$ cat src/rtl/bcd_pkg.sv
// Shared types and constants for the binary-to-BCD converter.
// Optional saturation is enabled by defining BIN2BCD_SAT_EN.
package bcd_pkg;

    typedef logic [3:0] bcd_digit_t;

    typedef enum logic [1:0] {
        IDLE,
        SHIFT,
        DONE
    } b2b_state_e;

    localparam bcd_digit_t  BCD_ADJ     = 4'd3;
    localparam bcd_digit_t  BCD_ADJ_THR = 4'd5;
    localparam logic [7:0]  BCD_SAT     = 8'h99;

endpackage

$ cat src/rtl/bcd_dabble_digit.sv
// One double-dabble digit correction: add 3 when the digit is 5 or more.
module bcd_dabble_digit
    import bcd_pkg::*;
(
    input  bcd_digit_t digit_i,
    output bcd_digit_t digit_o
);

    assign digit_o = (digit_i >= BCD_ADJ_THR) ? digit_i + BCD_ADJ : digit_i;

endmodule

$ cat src/rtl/bin2bcd_seq.sv
// Sequential shift-and-add-3 binary to two-digit packed BCD converter.
// Define BIN2BCD_SAT_EN to clamp overflowing results to 8'h99.
module bin2bcd_seq
    import bcd_pkg::*;
#(
    parameter int unsigned BIN_W = 8
) (
    input  logic             clk,
    input  logic             rst_n,
    input  logic             in_valid,
    output logic             in_ready,
    input  logic [BIN_W-1:0] bin_in,
    output logic             out_valid,
    input  logic             out_ready,
    output logic [7:0]       bcd_out,
    output logic             ovf
);

    localparam int unsigned CNT_W = $clog2(BIN_W + 1);

    b2b_state_e       state_q, state_d;
    logic [BIN_W-1:0] bin_q, bin_d;
    logic [11:0]      bcd_q, bcd_d;
    logic [CNT_W-1:0] cnt_q, cnt_d;
    logic             in_ready_q, in_ready_d;
    logic             out_valid_q, out_valid_d;
    logic [7:0]       bcd_out_q, bcd_out_d;
    logic             ovf_q, ovf_d;

    logic [11:0]      bcd_adj;
    logic [11:0]      bcd_shift;
    logic             hund_nz;
    logic [7:0]       result;

    for (genvar i = 0; i < 3; i++) begin : gen_digit
        bcd_dabble_digit u_digit (
            .digit_i (bcd_q[4*i +: 4]),
            .digit_o (bcd_adj[4*i +: 4])
        );
    end

    assign bcd_shift = {bcd_adj[10:0], bin_q[BIN_W-1]};
    assign hund_nz   = (bcd_shift[11:8] != 4'd0);

`ifdef BIN2BCD_SAT_EN
    assign result = hund_nz ? BCD_SAT : bcd_shift[7:0];
`else
    assign result = bcd_shift[7:0];
`endif

    always_comb begin
        state_d     = state_q;
        bin_d       = bin_q;
        bcd_d       = bcd_q;
        cnt_d       = cnt_q;
        in_ready_d  = in_ready_q;
        out_valid_d = out_valid_q;
        bcd_out_d   = bcd_out_q;
        ovf_d       = ovf_q;
        unique case (state_q)
            IDLE: begin
                if (in_valid) begin
                    state_d    = SHIFT;
                    bin_d      = bin_in;
                    bcd_d      = '0;
                    cnt_d      = '0;
                    in_ready_d = 1'b0;
                end
            end
            SHIFT: begin
                bcd_d = bcd_shift;
                bin_d = bin_q << 1;
                cnt_d = cnt_q + 1'b1;
                // Outputs are loaded on the final shift so they are registered in DONE.
                if (cnt_q == CNT_W'(BIN_W - 1)) begin
                    state_d     = DONE;
                    out_valid_d = 1'b1;
                    bcd_out_d   = result;
                    ovf_d       = hund_nz;
                end
            end
            DONE: begin
                if (out_ready) begin
                    state_d     = IDLE;
                    out_valid_d = 1'b0;
                    in_ready_d  = 1'b1;
                    cnt_d       = '0;
                end
            end
            default: begin
                state_d     = IDLE;
                in_ready_d  = 1'b1;
                out_valid_d = 1'b0;
            end
        endcase
    end

    always_ff @(posedge clk) begin
        if (!rst_n) begin
            state_q     <= IDLE;
            bin_q       <= '0;
            bcd_q       <= '0;
            cnt_q       <= '0;
            in_ready_q  <= 1'b1;
            out_valid_q <= 1'b0;
            bcd_out_q   <= 8'h00;
            ovf_q       <= 1'b0;
        end else begin
            state_q     <= state_d;
            bin_q       <= bin_d;
            bcd_q       <= bcd_d;
            cnt_q       <= cnt_d;
            in_ready_q  <= in_ready_d;
            out_valid_q <= out_valid_d;
            bcd_out_q   <= bcd_out_d;
            ovf_q       <= ovf_d;
        end
    end

    assign in_ready  = in_ready_q;
    assign out_valid = out_valid_q;
    assign bcd_out   = bcd_out_q;
    assign ovf       = ovf_q;

    a_digit_le9 : assert property (@(posedge clk) disable iff (!rst_n)
        (state_q == SHIFT) |-> (bcd_shift[3:0] <= 4'd9 && bcd_shift[7:4] <= 4'd9
                                && bcd_shift[11:8] <= 4'd9));

endmodule

$ cat config.mk
export PLATFORM = sky130hd
export DESIGN_NAME = bin2bcd_seq
export DESIGN_NICKNAME = d
export VERILOG_FILES = /design/src/rtl/bcd_pkg.sv /design/src/rtl/bcd_dabble_digit.sv /design/src/rtl/bin2bcd_seq.sv
export SDC_FILE = /design/constraint.sdc
export NUM_CORES = 1
export LEC_CHECK = 0
export CORE_MARGIN = 5
export CORE_UTILIZATION = 60
export DETAILED_ROUTE_END_ITERATION = 6
export DONT_BUFFER_PORTS = 1
export PLACE_DENSITY = 0.76
export SLEW_MARGIN = 20
export SYNTH_ARGS = -nofsm -noshare
export SYNTH_HDL_FRONTEND = slang
export SYNTH_SLANG_ARGS = --single-unit
$ cat constraint.sdc
create_clock -name clk -period 1.9 [get_ports clk]
set_input_delay 0.38 -clock clk [delete_from_list [all_inputs] [get_ports clk]]
set_output_delay 0.38 -clock clk [all_outputs]
set_load 0.005 [all_outputs]
## After elaboration in Yosys (flattened, before gate mapping)

Cells that the tools add are included.

- Bits in registers: 37
- Input port bits: 12
- Output and inout bits: 11
- Logic and storage cells: 53

- Add/sub/neg operators: 4
- $lt $le $gt $ge: 3
- Equality and inequality tests: 6
- Muxes and demuxes: 20
- Bitwise logic cells: 2
- Reduce and logical (&&, ||, !) cells: 10

Operator list:

| cell | count |
|---|---|
| one-hot mux 12 bit (2 select lines) | 1 |
| 2-to-1 mux 4 bit | 4 |
| one-hot mux 8 bit (2 select lines) | 1 |
| >= comparator 4 x 3 -> 1 bit (second input constant) | 3 |
| 2-to-1 mux 12 bit | 1 |
| one-hot mux 4 bit (3 select lines) | 1 |
| AND reduction 3 bit | 4 |
| adder 4 x 2 -> 4 bit (second input constant) | 2 |
| 2-to-1 mux 8 bit | 1 |
| 2-to-1 mux 2 bit | 3 |
| inequality test 2 bit (second input constant) | 3 |
| one-hot mux 1 bit (3 select lines) | 2 |
| one-hot mux 2 bit (3 select lines) | 1 |
| adder 4 x 1 -> 4 bit (second input constant) | 1 |
| == test 4 x 3 -> 1 bit (second input constant) | 1 |
| 2-to-1 mux 1 bit | 4 |
| AND reduction 2 bit | 2 |
| nonzero test 4 bit | 1 |
| adder 3 x 2 -> 3 bit (second input constant) | 1 |
| 2-to-1 mux 3 bit | 1 |
| nonzero test 3 bit | 1 |
| == test 2 x 1 -> 1 bit (second input constant) | 1 |
| == test 2 bit (second input constant) | 1 |
| zero test 2 bit | 1 |
| other kinds (2) | 3 |

## Logic depth before layout (Yosys ltp)

- Depth after elaboration: 3
- Depth in mapped cells: 6
- Gate-level depth less buffers: 6

## Cells and area by module

A second synthesis with hierarchy kept.

- Cells, all modules: 216
- Area total of the unflattened synthesis: 1805.5 um^2

By module, submodules not included:

| module | times used | cells each | area each (um^2) | seq. area each (um^2) |
|---|---|---|---|---|
| bin2bcd_seq | 1 | 168 | 1501.4 | 740.7 |
| bcd_dabble_digit | 3 | 16 | 101.3 | 0.0 |

## Worst setup path before layout

Ideal clock, no wire load.

- Path kind: register -> register
- From: register bcd_q[8]
- To: register bcd_q[10]
- Library setup time: 74 ps
- Data arrival time: 1431 ps
- Required time: 1826 ps
- Setup slack: 395 ps
- Stages on the path, launching flop included: 7
- Buffers on the path: 0
- Period minus slack after synthesis: 1505 ps
- Path through: dfxtp_1 inv_1 ha_1 nand2b_1 a21oi_1 mux2_2 o21ai_0

- Word-level cells in the longest chain between the ends: 3
- Elaborated cells between the ends (all ways): 4
- Those cells by class: add/sub: 1; order compare: 1; mux: 2

Ends and longest elaborated chain:

| what | line | RTL |
|---|---|---|
| from (decl) | bin2bcd_seq.sv:23 | `logic [11:0] bcd_q, bcd_d;` |
| from (signal assigned) | bin2bcd_seq.sv:102 | `bcd_q <= '0;` |
| from (signal assigned) | bin2bcd_seq.sv:111 | `bcd_q <= bcd_d;` |
| >= comparator 4 x 3 -> 1 bit or adder 3 x 2 -> 3 bit (tied branches) | bcd_dabble_digit.sv:9 | `assign digit_o = (digit_i >= BCD_ADJ_THR) ? digit_i + BCD_ADJ : digit_i;` |
| 2-to-1 mux 3 bit * | bcd_dabble_digit.sv:9 |  |
| one-hot mux 12 bit (2 select lines) * | bin2bcd_seq.sv:60 | `unique case (state_q)` |

Mark *: on every way between the ends. The rest lies on a longest branch, timed or not.
A chain may end at the register's enable or synchronous reset.

## Worst setup path after layout

Same ends and word-level chain as after synthesis.

==> impl_metrics.py <==
metrics = {
    "min_path": {
        "hold_class": "primary input to flip-flop",
    },
    "clock_tree": {
        "cts-hold-fix-buffers": 0,
        "cts_setup_buffers": 0,
        "cts_buffer_depth": 2,
        "clk_pin_slew_worst_paths_ns": 0.12,
        "post_cts_resized": 0,
        "cts_buffers": 5,
        "cts_root_buffer": "clkbuf_4",
        "htreeDepth": 2,
        "cts_tree": "done",
        "clock-sinks": 37,
        "clk_latency_ns": 0.35,
    },
    "yosys": {
        "syn-num-nets": 225,
        "ys_seq_area_share_pct": 42.5,
        "synthCells": 206,
        "yosysWarnings": 0,
        "yosys.cell_types.count": 36,
        "ys_ff_latch": 37,
        "synth_ff_type": "dfxtp_1",
        "synth_edf_count": 0,
        "syn_avg_cell_area_um2": 8.46,
        "synthesis.area_um2": 1740,
        "synthArstFlopShare_pct": 0,
    },
    "floorplan": {
        "die_width_um": 63.9,
        "pin_count": 23,
        "die_area_um2": 4080,
        "die_h_um": 63.9,
        "core_area_um2": 2780,
        "start_util_pct": 62.7,
        "rows": 19,
    },
    "sta": {
        "tightest_slew_ns": 0.479,
        "rsz0062_at_grt": "no",
        "clock-skew-final_ns": 0.00671,
        "period_minus_slack_ns": 1.71,
        "post-route-period-util_pct": 90.2,
        "relSlewSlack_pct": 67.2,
        "drv_slew": 0,
        "fin_tns_setup_ns": 0,
        "hold_viol": 0,
        "timing.fmax_mhz": 584,
        "setup_viol_count_final": 0,
    },
    "critical_path": {
        "critical_path_arrival_ns": 2.00,
        "cp.required_ns": 2.19,
        "crit_path_max_fanout": 5,
        "cp-start-kind": "flip-flop",
        "cp_slowest_stage_delay_ns": 0.38,
        "critPathKind": "flip-flop to flip-flop",
        "crit_family": "compound AO/OA/AOI/OAI gates",
        "cp-end-kind": "flip-flop",
        "critPathBufInv": 1,
        "critPathSlowestCell": "mux2_2",
        "crit_chain": "inv_1 > ha_1 > nand2b_1 > a21oi_1 > mux2_2 > o21ai_0",
    },
    "pwr": {
        "p_per_area_nw_per_um2": 727,
        "total_power_mw": 1.32,
        "ir_drop_uv": 531,
        "p_leak_nw": 0.667,
    },
    "route": {
        "wl_mm": 3.79,
        "drt_first_pass_iters": 4,
        "drt_iter0_markers": 108,
        "route.detailed.drc": 0,
        "wire_per_inst_um": 15.7,
        "ant_nets": 0,
        "vias_per_cell": 6.05,
        "vias": 1458,
    },
    "final_layout": {
        "fin_nets": 228,
        "diodes": 0,
        "syn2layout_area_growth_pct": 4.45,
        "n_fill_cell": 243,
        "drive_gt1_share_pct": 9.52,
    },
    "status": {
        "status": "complete, no violations",
    },
    "place": {
        "place_congestion": 0.824,
        "hpwl_mm": 2.61,
        "numPortBuffers": 0,
    },
    "global_routing": {
        "grtUsageTotal_pct": 19.5,
        "grt_antenna_before_repair": 0,
        "grt_pass1_vias": 1399,
        "grt_max_degree": 22,
        "grt-ovfl-total": 0,
        "grt_pass1_wl_mm": 6.40,
    },
    "flow_run": {
        "maxCapViolCount": 0,
    },
}
==> sequential cells by signal, summed over array words and instances, names as in the netlist <==
register and cells:
bcd_q 12, bcd_out 8, bin_q 8, cnt_q 4, state_q 2, in_ready 1, out_valid 1, ovf 1
==> cell usage after synthesis (2+ instances only) <==
cell type	n	share of area, %
mux2_2	3	1.9
a22oi_1	3	1.3
clkinv_1	2	0.43
nand2_1	16	3.4
o21ai_1	5	1.4
nand2b_1	5	1.8
buf_2	4	1.1
nor3_1	4	1.1
a21oi_1	20	5.7
xnor2_1	3	1.5
and2_1	2	0.72
xor2_1	2	1.0
clkbuf_1	2	0.43
o32ai_1	3	1.5
a211oi_1	2	0.86
dfxtp_1	37	42
mux2i_1	3	1.7
o21ai_0	24	6.9
o22ai_1	5	1.8
nor2_4	2	1.3
nor2_1	23	5.0
nor3b_1	5	2.2
ha_1	7	5.0
inv_1	7	1.5
nand3_1	6	1.7
==> final cells by class <==
| type | instances | area [µm²] | share of cell area [%] |
|---|---|---|---|
| clock buffer | 5 | 37.5 | 2.06 |
| clock inverter | 3 | 17.5 | 0.962 |
| inverter | 9 | 33.8 | 1.86 |
| multi-input combinational | 152 | 922 | 50.7 |
| sequential | 37 | 741 | 40.7 |
| tap | 31 | 38.8 | 2.13 |
| timing repair buffer | 4 | 30.0 | 1.65 |
==> power breakdown <==
| group | switching (mW) | internal (mW) |
|---|---|---|
| clock | 0.281 | 0.140 |
| combinational | 0.0576 | 0.0331 |
| sequential | 0.0156 | 0.796 |
==> cell usage in the layout, fill, tap and decap left out, drive strengths merged, types with 2 or more instances in the layout <==
master / Yosys / layout
clkbuf: 2 / 5
and2: 2 / 2
nand3: 6 / 6
mux2i: 3 / 3
nor2: 25 / 25
ha: 7 / 7
a21oi: 20 / 20
dfxtp: 37 / 37
nor3b: 5 / 5
clkinv: 2 / 4
a22oi: 3 / 3
o22ai: 5 / 5
xnor2: 3 / 3
o32ai: 3 / 3
inv: 7 / 7
nand2: 16 / 16
a211oi: 2 / 2
nand2b: 5 / 5
o21ai: 30 / 30
xor2: 2 / 2
nor3: 4 / 4
mux2: 3 / 3
buf: 6 / 4
==> kinds of logic (layout without fill, tap and decap cells) <==
logic type,Yosys count,count (layout),share of synthesized area (%)
muxes,6,6,3.66
and+or+nand+nor,67,67,19.3
buffers and inverters,17,21,4.60
AOI/OAI and AO/OA,67,67,22.4
xor gates and xnor gates,5,5,2.51
DFF,37,37,42.5
adders and majority gates,7,7,5.02
==> stage by stage <==
stage | setup slack, ns | hold slack, ns | area [µm²] | cells | utilization, %
after global routing | 0.0468 | 0.0956 | 1820 | 241 | 65.5
after floorplan | 0.395 | 0.459 | 1740 | 206 | -
after CTS | 0.193 | 0.0977 | 1820 | 241 | 65.5
after detailed placement | 0.221 | 0.466 | 1770 | 233 | 63.5
after global placement | 0.335 | 0.461 | 1770 | 233 | 63.5
final | 0.187 | 0.106 | 1820 | 241 | 65.5
==> worst paths after layout <==
kind,from,end,slack [ns],depth (start not counted)
setup reg to reg,bcd_q[8],bcd_q[10],0.19,6
hold / removal,rst_n,in_ready,0.11,1
hold reg to reg,bcd_q[4],bcd_q[4],0.50,2
setup / recovery,bcd_q[8],bcd_q[10],0.19,6
==> per-layer routing <==
layer	vias up	wire length, µm	global-route usage, %
met1	691	1740	24.9
met4	0	72	9.35
met3	7	160	5.43
met2	26	1820	30.3
li1	734	-	-
met5	-	0	0
(Power assumes the default switching activity.)
